$ cat config.mk
export PLATFORM = sky130hd
export DESIGN_NAME = rca_pipe
export DESIGN_NICKNAME = d
export VERILOG_FILES = /design/src/rtl/rca_pkg.sv /design/src/rtl/rca_slice.sv /design/src/rtl/rca_pipe.sv
export SDC_FILE = /design/constraint.sdc
export NUM_CORES = 1
export LEC_CHECK = 0
export BUFFER_PORTS_ARGS = -buffer_cell sky130_fd_sc_hd__buf_2
export CAP_MARGIN = 20
export CORE_MARGIN = 2
export CORE_UTILIZATION = 58
export CTS_CLUSTER_DIAMETER = 60
export DETAILED_ROUTE_END_ITERATION = 16
export PLACE_DENSITY = 0.8
export SLEW_MARGIN = 10
export SYNTH_ARGS = -nofsm -noshare
export SYNTH_HDL_FRONTEND = slang
export SYNTH_SLANG_ARGS = --single-unit
export TNS_END_PERCENT = 5
$ cat constraint.sdc
create_clock -name clk -period 6.29 [get_ports clk]
set_input_delay 0.3145 -clock clk [delete_from_list [all_inputs] [get_ports clk]]
set_output_delay 0.3145 -clock clk [all_outputs]
set_load 0.005 [all_outputs]
$ cat src/rtl/rca_pkg.sv
// Shared constants and helpers for the pipelined ripple-carry adder/subtractor.
package rca_pkg;

    localparam logic MODE_ADD = 1'b0;
    localparam logic MODE_SUB = 1'b1;

    // Widest result the saturation generators can describe; callers truncate.
    localparam int unsigned MAX_W = 256;

    function automatic int unsigned slice_width(input int unsigned width,
                                                input int unsigned stages);
        return (stages == 0) ? width : width / stages;
    endfunction

    // Largest positive two's-complement value of the given width.
    function automatic logic [MAX_W-1:0] sat_max(input int unsigned width);
        return (MAX_W'(1) << (width - 1)) - MAX_W'(1);
    endfunction

    // Most negative two's-complement value of the given width.
    function automatic logic [MAX_W-1:0] sat_min(input int unsigned width);
        return MAX_W'(1) << (width - 1);
    endfunction

endpackage

$ cat src/rtl/rca_slice.sv
// Combinational SLICE-bit ripple of full adders; also exposes the carry into the MSB
// so the last stage can form the signed-overflow flag.
module rca_slice
    import rca_pkg::*;
#(
    parameter int unsigned W = 8
) (
    input  logic [W-1:0] a_i,
    input  logic [W-1:0] b_i,
    input  logic         c_i,
    output logic [W-1:0] s_o,
    output logic         c_o,
    output logic         c_msb_o
);

    logic [W:0] carry;

    // Ripple the carry LSB to MSB through W full adders.
    always_comb begin
        carry[0] = c_i;
        for (int i = 0; i < W; i++) begin
            s_o[i]       = a_i[i] ^ b_i[i] ^ carry[i];
            carry[i + 1] = (a_i[i] & b_i[i]) | (carry[i] & (a_i[i] ^ b_i[i]));
        end
    end

    assign c_o     = carry[W];
    assign c_msb_o = carry[W - 1];

endmodule

$ cat src/rtl/rca_pipe.sv
// Pipelined ripple-carry adder/subtractor with a global-stall valid/ready handshake.
// Each stage ripples one SLICE of the operands; the carry is registered between stages
// and the untouched upper operand bits are skewed forward alongside.
// Optional macro RCA_PIPE_SAT_EN: saturate the sum on signed overflow instead of wrapping.
module rca_pipe
    import rca_pkg::*;
#(
    parameter int unsigned WIDTH  = 32,
    parameter int unsigned STAGES = 4
) (
    input  logic             clk,
    input  logic             rst,
    input  logic             in_valid,
    output logic             in_ready,
    input  logic [WIDTH-1:0] a,
    input  logic [WIDTH-1:0] b,
    input  logic             cin,
    input  logic             sub,
    output logic             out_valid,
    input  logic             out_ready,
    output logic [WIDTH-1:0] sum,
    output logic             cout,
    output logic             ovf
);

    localparam int unsigned SLICE = slice_width(WIDTH, STAGES);
    localparam int unsigned LAST  = STAGES - 1;

    if (STAGES < 1 || STAGES > WIDTH || (WIDTH % STAGES) != 0) begin : g_param_err
        $error("rca_pipe: STAGES must be in 1..WIDTH and divide WIDTH");
    end

`ifdef RCA_PIPE_SAT_EN
    localparam logic [WIDTH-1:0] SatMax = WIDTH'(sat_max(WIDTH));
    localparam logic [WIDTH-1:0] SatMin = WIDTH'(sat_min(WIDTH));
`endif

    // Per-stage inputs (from the ports or the previous stage register).
    logic             v_in  [STAGES];
    logic             c_in  [STAGES];
    logic [WIDTH-1:0] a_in  [STAGES];
    logic [WIDTH-1:0] b_in  [STAGES];
    logic [WIDTH-1:0] s_in  [STAGES];

    // Per-stage slice results and next-state partial sums.
    logic [SLICE-1:0] sl_sum  [STAGES];
    logic             sl_c    [STAGES];
    logic             sl_cmsb [STAGES];
    logic [WIDTH-1:0] s_d     [STAGES];

    // Stage registers.
    logic             v_q [STAGES];
    logic             c_q [STAGES];
    logic [WIDTH-1:0] a_q [STAGES];
    logic [WIDTH-1:0] b_q [STAGES];
    logic [WIDTH-1:0] s_q [STAGES];
    logic             ovf_q;
    logic             ovf_d;
    logic [WIDTH-1:0] s_fin;

    logic advance;

    // Whole pipeline moves together; a held result freezes every stage.
    assign advance  = !v_q[LAST] | out_ready;
    assign in_ready = advance;

    for (genvar k = 0; k < STAGES; k++) begin : g_stage
        logic [WIDTH-1:0] s_next;

        if (k == 0) begin : g_head
            // Subtraction is a + ~b + ~cin, so borrow-in becomes an inverted carry-in.
            assign v_in[0] = in_valid;
            assign a_in[0] = a;
            assign b_in[0] = (sub == MODE_SUB) ? ~b : b;
            assign c_in[0] = (sub == MODE_SUB) ? ~cin : cin;
            assign s_in[0] = '0;
        end else begin : g_link
            assign v_in[k] = v_q[k - 1];
            assign a_in[k] = a_q[k - 1];
            assign b_in[k] = b_q[k - 1];
            assign c_in[k] = c_q[k - 1];
            assign s_in[k] = s_q[k - 1];
        end

        rca_slice #(
            .W (SLICE)
        ) u_slice (
            .a_i     (a_in[k][k*SLICE +: SLICE]),
            .b_i     (b_in[k][k*SLICE +: SLICE]),
            .c_i     (c_in[k]),
            .s_o     (sl_sum[k]),
            .c_o     (sl_c[k]),
            .c_msb_o (sl_cmsb[k])
        );

        // Merge this stage's slice into the lower slices already produced.
        always_comb begin
            s_next                    = s_in[k];
            s_next[k*SLICE +: SLICE]  = sl_sum[k];
        end

        if (k == LAST) begin : g_tail
            assign s_d[k] = s_fin;
        end else begin : g_body
            assign s_d[k] = s_next;
        end

        // Stage register: cleared by reset, held whenever the pipeline is stalled.
        always_ff @(posedge clk) begin
            if (rst) begin
                v_q[k] <= 1'b0;
                c_q[k] <= 1'b0;
                a_q[k] <= '0;
                b_q[k] <= '0;
                s_q[k] <= '0;
            end else if (advance) begin
                v_q[k] <= v_in[k];
                c_q[k] <= sl_c[k];
                a_q[k] <= a_in[k];
                b_q[k] <= b_in[k];
                s_q[k] <= s_d[k];
            end
        end
    end

    // Final-stage overflow and optional saturation; direction follows sign(a).
    always_comb begin
        ovf_d = sl_cmsb[LAST] ^ sl_c[LAST];
        s_fin = g_stage[LAST].s_next;
`ifdef RCA_PIPE_SAT_EN
        if (ovf_d) begin
            s_fin = a_in[LAST][WIDTH-1] ? SatMin : SatMax;
        end
`endif
    end

    // Overflow flag travels with the final stage register.
    always_ff @(posedge clk) begin
        if (rst) begin
            ovf_q <= 1'b0;
        end else if (advance) begin
            ovf_q <= ovf_d;
        end
    end

    assign out_valid = v_q[LAST];
    assign sum       = s_q[LAST];
    assign cout      = c_q[LAST];
    assign ovf       = ovf_q;

endmodule

Yosys cells after proc, flatten, opt, wreduce, memory -nomap -nowiden
Memory sizes are Yosys's and may differ from the RTL's.
Index checks and enable logic that the tools add are counted.
{"block": "op_classes", "n_mux": 27, "bitwise": 184, "n_reduce_logical": 1}
{"operator": "2-to-1 mux 32 bit", "count": 13}
{"operator": "XOR 1 bit", "count": 65}
{"operator": "bitwise AND 1 bit", "count": 64}
{"operator": "OR 1 bit", "count": 53}
{"operator": "inverter 32 bit", "count": 1}
{"operator": "2-to-1 mux 1 bit", "count": 14}
{"operator": "zero test 1 bit", "count": 1}
{"operator": "inverter 1 bit", "count": 1}
{"block": "totals", "register_bits": 1, "mem_bits_rw": 392, "inputBits": 70, "out_inout_bits": 36, "elab_cells": 218, "memories": 5}
{"name": "a_q", "words": 4, "width": 32, "read_ports": 3, "rd_ports_with_merged_regs": 0, "write_ports": 4, "line": "rca_pipe.sv:54", "source": "logic [WIDTH-1:0] a_q [STAGES];"}
{"name": "b_q", "words": 4, "width": 32, "read_ports": 3, "rd_ports_with_merged_regs": 0, "write_ports": 4, "line": "rca_pipe.sv:55", "source": "logic [WIDTH-1:0] b_q [STAGES];"}
{"name": "s_q", "words": 4, "width": 32, "read_ports": 4, "rd_ports_with_merged_regs": 0, "write_ports": 4, "line": "rca_pipe.sv:56", "source": "logic [WIDTH-1:0] s_q [STAGES];"}
{"name": "c_q", "words": 4, "width": 1, "read_ports": 4, "rd_ports_with_merged_regs": 0, "write_ports": 4, "line": "rca_pipe.sv:53", "source": "logic c_q [STAGES];"}
{"name": "v_q", "words": 4, "width": 1, "read_ports": 4, "rd_ports_with_merged_regs": 0, "write_ports": 4, "line": "rca_pipe.sv:52", "source": "logic v_q [STAGES];"}

Depth between registers and ports, before layout
Gate-level depths: netlist of run 1.
{"block": "logic_depth", "depth_word": 20, "ltp_mapped": 14}

Cells and area by module
Synthesis of run 1 repeated with hierarchy kept, for this count alone.
{"block": "hier_totals", "cells_unflattened": 526, "area_unflattened_um2": 9033.7}
{"mod": "rca_pipe", "instances": 1, "cells_each": 454, "area_per_inst_um2": 8242.9, "seq_area_each_um2": 5545.3}
{"mod": "rca_slice", "instances": 4, "cells_each": 18, "area_per_inst_um2": 197.7, "seq_area_each_um2": 0.0}

Worst setup path after synthesis of run 1
Ideal clock, no wire load.
{"block": "synth_timing", "path_kind": "input to register", "from": "in rst", "to": "mem a_q[0][10], enable pin", "setup_time_ns": 0.577, "arrival_time_ns": 5.107, "required_time_ns": 5.713, "slack_ns": 0.606, "stages": 3, "path_cell_list": "buf_2 buf_2 nand2b_1"}
{"item": "from (decl)", "line": "rca_pipe.sv:12", "source": "input logic rst,"}
{"item": "to (decl)", "line": "rca_pipe.sv:54"}

==> results of run 1 <==
## placed cells by master, fill, tap and decap left out, types with 3 or more instances in the layout
master,instances
inv_1,25
fa_1,32
clkinv_4,3
buf_2,104
nor3b_1,47
nor3_2,16
inv_6,5
clkbuf_16,17
xnor2_1,32
edfxtp_1,184
nor3_1,21
nor3b_2,100
## routing by layer
| layer | vias up | part of all wire [%] | GRT usage [%] |
|---|---|---|---|
| met2 | 108 | 48 | 25.4 |
| met5 | - | 0 | 0 |
| li1 | 2016 | - | - |
| met3 | 24 | 4.1 | 4.31 |
| met4 | 0 | 2.3 | 7.37 |
| met1 | 2071 | 46 | 25.3 |
## sequential cells by signal, indices dropped and copies added, names as in the netlist
name / count
a_q: 48
s_q: 80
c_q: 4
v_q: 4
b_q: 48
ovf: 1
## worst max-delay path: cells and delay by family
kind	cells	cell delay (ns)
buffers and inverters	3	0.83
adders and majority gates	8	3.13
and+or+nand+nor	1	0.05
xor gates and xnor gates	1	0.20
## worst paths after layout
path	start	endpoint	slack, ns
setup / recovery	sub	s_q[0][7]$_SDFFCE_PN0P_	1.90
hold / removal	a[9]	a_q[0][9]$_SDFFCE_PN0P_	0.21
setup reg to reg	c_q[0]$_DFFE_PP_	s_q[1][15]$_SDFFCE_PN0P_	2.21
hold reg to reg	ovf$_SDFFE_PP0N_	ovf$_SDFFE_PP0N_	0.53
## kinds of logic after synthesis
kind of cell    count (synthesis)  synth area share (%)
compound gates                  1                0.0852
xor+xnor                       34                  3.38
fa+ha+maj                      32                  7.27
buf+inv                        71                  4.90
flops                         185                  62.9
simple gates                  187                  21.5
## stage by stage
stage	hold slack (ns)	utilization, %	setup WS (ns)	cell area (µm²)
floorplan	0.490	-	0.606	8820
CTS	0.193	65.9	1.89	9910
detailed placement	0.504	62.0	1.42	9320
global placement	0.498	62.0	1.66	9320
finish	0.212	65.9	1.90	9910
global route	0.204	65.9	1.70	9910
## final cells by class
cell class	instances	area share, %
Timing Repair Buffer	109	5.95
Tap cell	188	2.37
Inverter	25	0.947
Antenna cell	1	0.0252
Multi-Input combinational cell	254	28.8
Clock buffer	17	4.29
Clock inverter	15	1.68
Sequential cell	185	55.9
## power groups by stage
stage	Sequential (mW)	Clock, mW	Combinational [mW]
2_1_floorplan	1.50	0	0.167
3_3_place_gp	1.51	0	0.222
3_5_place_dp	1.51	0	0.232
4_1_cts	1.48	1.08	0.235
5_1_grt	1.49	1.13	0.260
6_report	1.48	1.06	0.232
==> out/qor.yml, run 1 <==
drive_gt1_share_pct: 42.8
grt_pass1_vias: 4301
grt_start_max_net_pins: 188
cap_violations: 0
power_frac_comb_pct: 8.4
status: "finished clean"
setup_viol: 0
cp_slowest_stage_delay_ns: 0.69
finalCritPeriodShare_pct: 69.8
cts_resized: 0
clk_pin_slew_worst_paths_ns: 0.07
cts_hold_buf: 0
slew_headroom_pct: 28.3
start_util_pct: 58.6
finalHoldViolations: 0
synthCells: 510
cts_tree: "yes"
leakage_nw: 3.99
clock_path_buffers: 2
required_ns: 6.43
yosysMostFrequentCell: "edfxtp_1"
drt_iter0_drc: 480
synthFlopType: "edfxtp_1"
fp.dieArea_um2: 16200
ir_drop_uv: 186
cp-start-kind: "input port"
slew_viol_final: 0
multiInputGateArea_um2: 2850
die_h_um: 127
fin_skew_ns: 0.00969
hpwlAfterDp_um: 7630
avgSynthCellArea_um2: 17.3
fill_cells: 1029
async_flop_share_pct: 0
die_width_um: 127
synth_area_um2: 8820
first_pass_iters: 4
synth.area.top_cells: "edfxtp_1 (63%), nor3b_2 (14%), fa_1 (7.3%)"
clock-sinks: 185
p_total_mw: 2.77
wl_per_cell_um: 16.6
drt_wl_total_um: 13200
cp.arrival_ns: 4.53
antenna_found_initial: 1
seq_area_frac_synth_pct: 62.9
cts_htree_levels: 4
vias_per_cell: 5.31
final-seq-area_um2: 5550
clockPowerShare_pct: 38.2
root_buffer: "clkbuf_16"
grt_pass1_wl_um: 21900
grtUsageTotal_pct: 17.4
synth-seq-cells: 185
hold_depth: 2
crit_slowest_cell: "buf_2"
crit_fanout: 33
core_area_um2: 15000
rsz0062_at_grt: "false"
p_sw_uw: 603
place_inst: 761
synth_nets: 612
ios: 106
pwr-share-seq_pct: 53.5
cts_made_buffers: 17
via_count: 4219
cp-end-kind: "flop"
fin_crit_ns: 4.39
power.internal_mw: 2.17
rows: 45
reg2reg_depth: 11
worstSetupPathType: "in2reg"
synthDistinctLibCells: 19
clk_latency_ns: 0.43
yosysWarnings: 0
port_buffers: 105
fmax_ghz: 0.228
p_per_area_nw_per_um2: 280
tightest_slew_ns: 1.08
tns_ns: 0
area_growth_pct: 12.4
cts_setup_buffers: 0
drc: 0
layoutNonFillerInstCount: 794
grt_remaining_overflow: 0
synth.largest_area_cell: "edfxtp_1"
ant_nets: 0
synth_top_area_share_pct: 62.7
hp-class: "in2reg"
place_congestion: 0.828
synth_edf_count: 184
crit_chain: "buf_2, xnor2_1, fa_1, fa_1, fa_1, fa_1, fa_1, inv_1, fa_1, inv_1, fa_1, fa_1, nor3_1"
crit_top_cell: "fa_1"
ys_top_cells_by_count: "edfxtp_1 (184), nor3b_2 (100), nor3b_1 (47), fa_1 (32), xnor2_1 (32)"
sw_frac_of_total_pct: 21.8
final_nets: 694
Note: power is estimated with default switching activity, not from simulation.
==> inputs of run 2 (changes only) <==
Settings changed: ABC_AREA set to 1.
Clock period 6.29 ns to 4.2 ns, I/O delays scaled along.
==> out/qor.yml, run 2 <==
wl_per_cell_um: 12.3
multiInputGateArea_um2: 1700
synthCells: 642
async_flop_share_pct: 0
pwr-share-seq_pct: 54.3
cts_hold_buf: 0
clockPowerShare_pct: 37.7
crit_fanout: 2
grt_remaining_overflow: 0
stdcell_area_um2: 9260
hp-class: "in2reg"
crit_top_cell: "fa_1"
synthFlopType: "edfxtp_1"
fill_cells: 987
dpl-instance-area_um2: 8670
setup_viol: 0
tns_ns: 0
grt_start_max_net_pins: 185
drt_wl_total_um: 11600
antenna_found_initial: 0
sw_frac_of_total_pct: 21.1
start_util_pct: 58.9
slew_viol_final: 0
crit_slowest_cell: "fa_1"
required_ns: 4.34
cts_resized: 0
finalHoldViolations: 0
post-route-util_pct: 67.2
yosysWarnings: 0
worstSetupPathType: "reg2reg"
p_per_area_nw_per_um2: 447
vias_per_cell: 4.40
power.internal_mw: 3.26
synth_top_area_share_pct: 68.1
cts_made_buffers: 17
ant_nets: 0
port_buffers: 105
rows: 43
place_congestion: 0.743
leakage_nw: 4.17
cp_slowest_stage_delay_ns: 0.46
synth.area.top_cells: "edfxtp_1 (68%), nor2_1 (8.5%), inv_1 (8.0%)"
grt.met1_usage_pct: 23.8
grtUsageMet3_pct: 4.14
ios: 106
clk_latency_ns: 0.42
drt_iter0_drc: 383
synth.largest_area_cell: "edfxtp_1"
die_width_um: 122
rsz0062_at_grt: "false"
top_register: "s_q"
root_buffer: "clkbuf_16"
cts_tree: "yes"
grt_pass1_vias: 4065
via_count: 4127
largest_reg_flops: 80
cap_violations: 0
clk_pin_slew_worst_paths_ns: 0.06
synthDistinctLibCells: 14
grtUsageTotal_pct: 16.7
fmax_ghz: 0.248
p_sw_uw: 873
finalCritPeriodShare_pct: 95.8
fin_skew_ns: 0.00510
tightest_slew_ns: 1.07
cts_setup_buffers: 0
synth-seq-cells: 185
ys_top_cells_by_count: "edfxtp_1 (184), nor2_1 (184), inv_1 (174), fa_1 (32), xnor2_1 (32)"
status: "finished clean"
final_nets: 846
final-seq-area_um2: 5550
synth_edf_count: 184
grt_pass1_wl_um: 19000
fp.dieArea_um2: 15000
top_regs: "s_q: 80 flops, a_q: 48 flops, b_q: 48 flops"
cp-end-kind: "flop"
drive_gt1_share_pct: 18.1
grt-busiest-layer: "met2"
fin_crit_ns: 4.03
cp-start-kind: "flop"
power_frac_comb_pct: 8.0
grt_util_met2_pct: 24.4
slew_headroom_pct: 28.6
cts_htree_levels: 4
seq_area_frac_synth_pct: 68.3
diodes: 0
hpwlAfterDp_um: 7140
clock_path_buffers: 2
final_cell_mix: "nor2_1 (184), edfxtp_1 (184), inv_1 (174), buf_2 (105)"
crit_family: "adder cells"
area_growth_pct: 14.0
crit_chain: "fa_1, fa_1, fa_1, fa_1, fa_1, fa_1, inv_1, fa_1, inv_1, fa_1, inv_1, nor2_1"
ir_drop_uv: 317
cp.arrival_ns: 4.16
drc: 0
die_h_um: 122
clock-sinks: 185
crit_buf_inv: 3
first_pass_iters: 4
synth_nets: 744
core_area_um2: 13800
synth_area_um2: 8120
avgSynthCellArea_um2: 12.6
[run 2: cell types whose count changed after synthesis, sizes merged, moves of 5 or more]
cell,before,now
nand2,0,8
nor2,0,184
nor3b,147,0
clkbuf,5,0
buf,41,24
inv,25,174
nor3,37,0
[run 2: area by class of cell]
| cell class | instances | share of cell area, % |
|---|---|---|
| repair buffers | 107 | 5.97 |
| well taps | 180 | 2.43 |
| inverters | 174 | 7.06 |
| flip-flops and latches | 185 | 59.9 |
| multi-input cells | 259 | 18.3 |
| clock inverters | 15 | 1.72 |
| clock buffers | 17 | 4.60 |
[run 2: kinds of logic (layout without fill, tap and decap cells)]
group	count (synthesis)	in the layout	share of synthesized area, %
buffers and inverters	198	313	11.2
AND/OR/NAND/NOR	193	193	9.00
flip-flops	185	185	68.3
XOR/XNOR	33	33	3.56
adder cells (fa/ha/maj)	32	32	7.89
AO/OA/AOI/OAI	1	1	0.0616
[run 2: final timing paths]
kind / start / endpoint / slack [ns] / depth (start not counted)
worst max-delay path: a_q[1][24]$_SDFFCE_PN0P_ / c_q[3]$_DFFE_PP_ / 0.17 / 12
worst max register to register: a_q[1][24]$_SDFFCE_PN0P_ / c_q[3]$_DFFE_PP_ / 0.17 / 12
worst min-delay path: rst / ovf$_SDFFE_PP0N_ / 0.05 / 4
worst min register to register: ovf$_SDFFE_PP0N_ / ovf$_SDFFE_PP0N_ / 0.49 / 2
[run 2: metrics by stage]
| stage | setup WS (ns) | total power [mW] | hold slack (ns) | instances |
|---|---|---|---|---|
| after global placement | 0.280 | 2.59 | 0.471 | 905 |
| after floorplan | 0.271 | 2.51 | 0.359 | 642 |
| after detailed placement | 0.123 | 2.61 | 0.477 | 905 |
| final | 0.175 | 4.13 | 0.0548 | 937 |
| after CTS | 0.155 | 4.16 | 0.0334 | 937 |
| after global routing | 0.0631 | 4.29 | 0.0850 | 937 |
[run 2: worst reg2reg max path, stage by stage (launching register included)]
cell and delay (ns):
edfxtp_1 0.41, fa_1 0.46, fa_1 0.39, fa_1 0.39, fa_1 0.40, fa_1 0.39, fa_1 0.36, inv_1 0.07
fa_1 0.22, inv_1 0.09, fa_1 0.40, inv_1 0.11, nor2_1 0.06
[run 2: routing by layer]
metal | part of all wire [%] | vias up
met4 | 2.5 | 0
met5 | 0 | -
met3 | 5.1 | 25
li1 | - | 2140
met2 | 45 | 104
met1 | 47 | 1858
[run 2: power groups by stage]
| stage | registers [mW] | clock network, mW | logic, mW |
|---|---|---|---|
| detailed placement | 2.28 | 0 | 0.328 |
| CTS | 2.25 | 1.58 | 0.333 |
| global placement | 2.28 | 0 | 0.316 |
| finish | 2.24 | 1.56 | 0.329 |
| global route | 2.26 | 1.64 | 0.383 |
| floorplan | 2.28 | 0 | 0.238 |
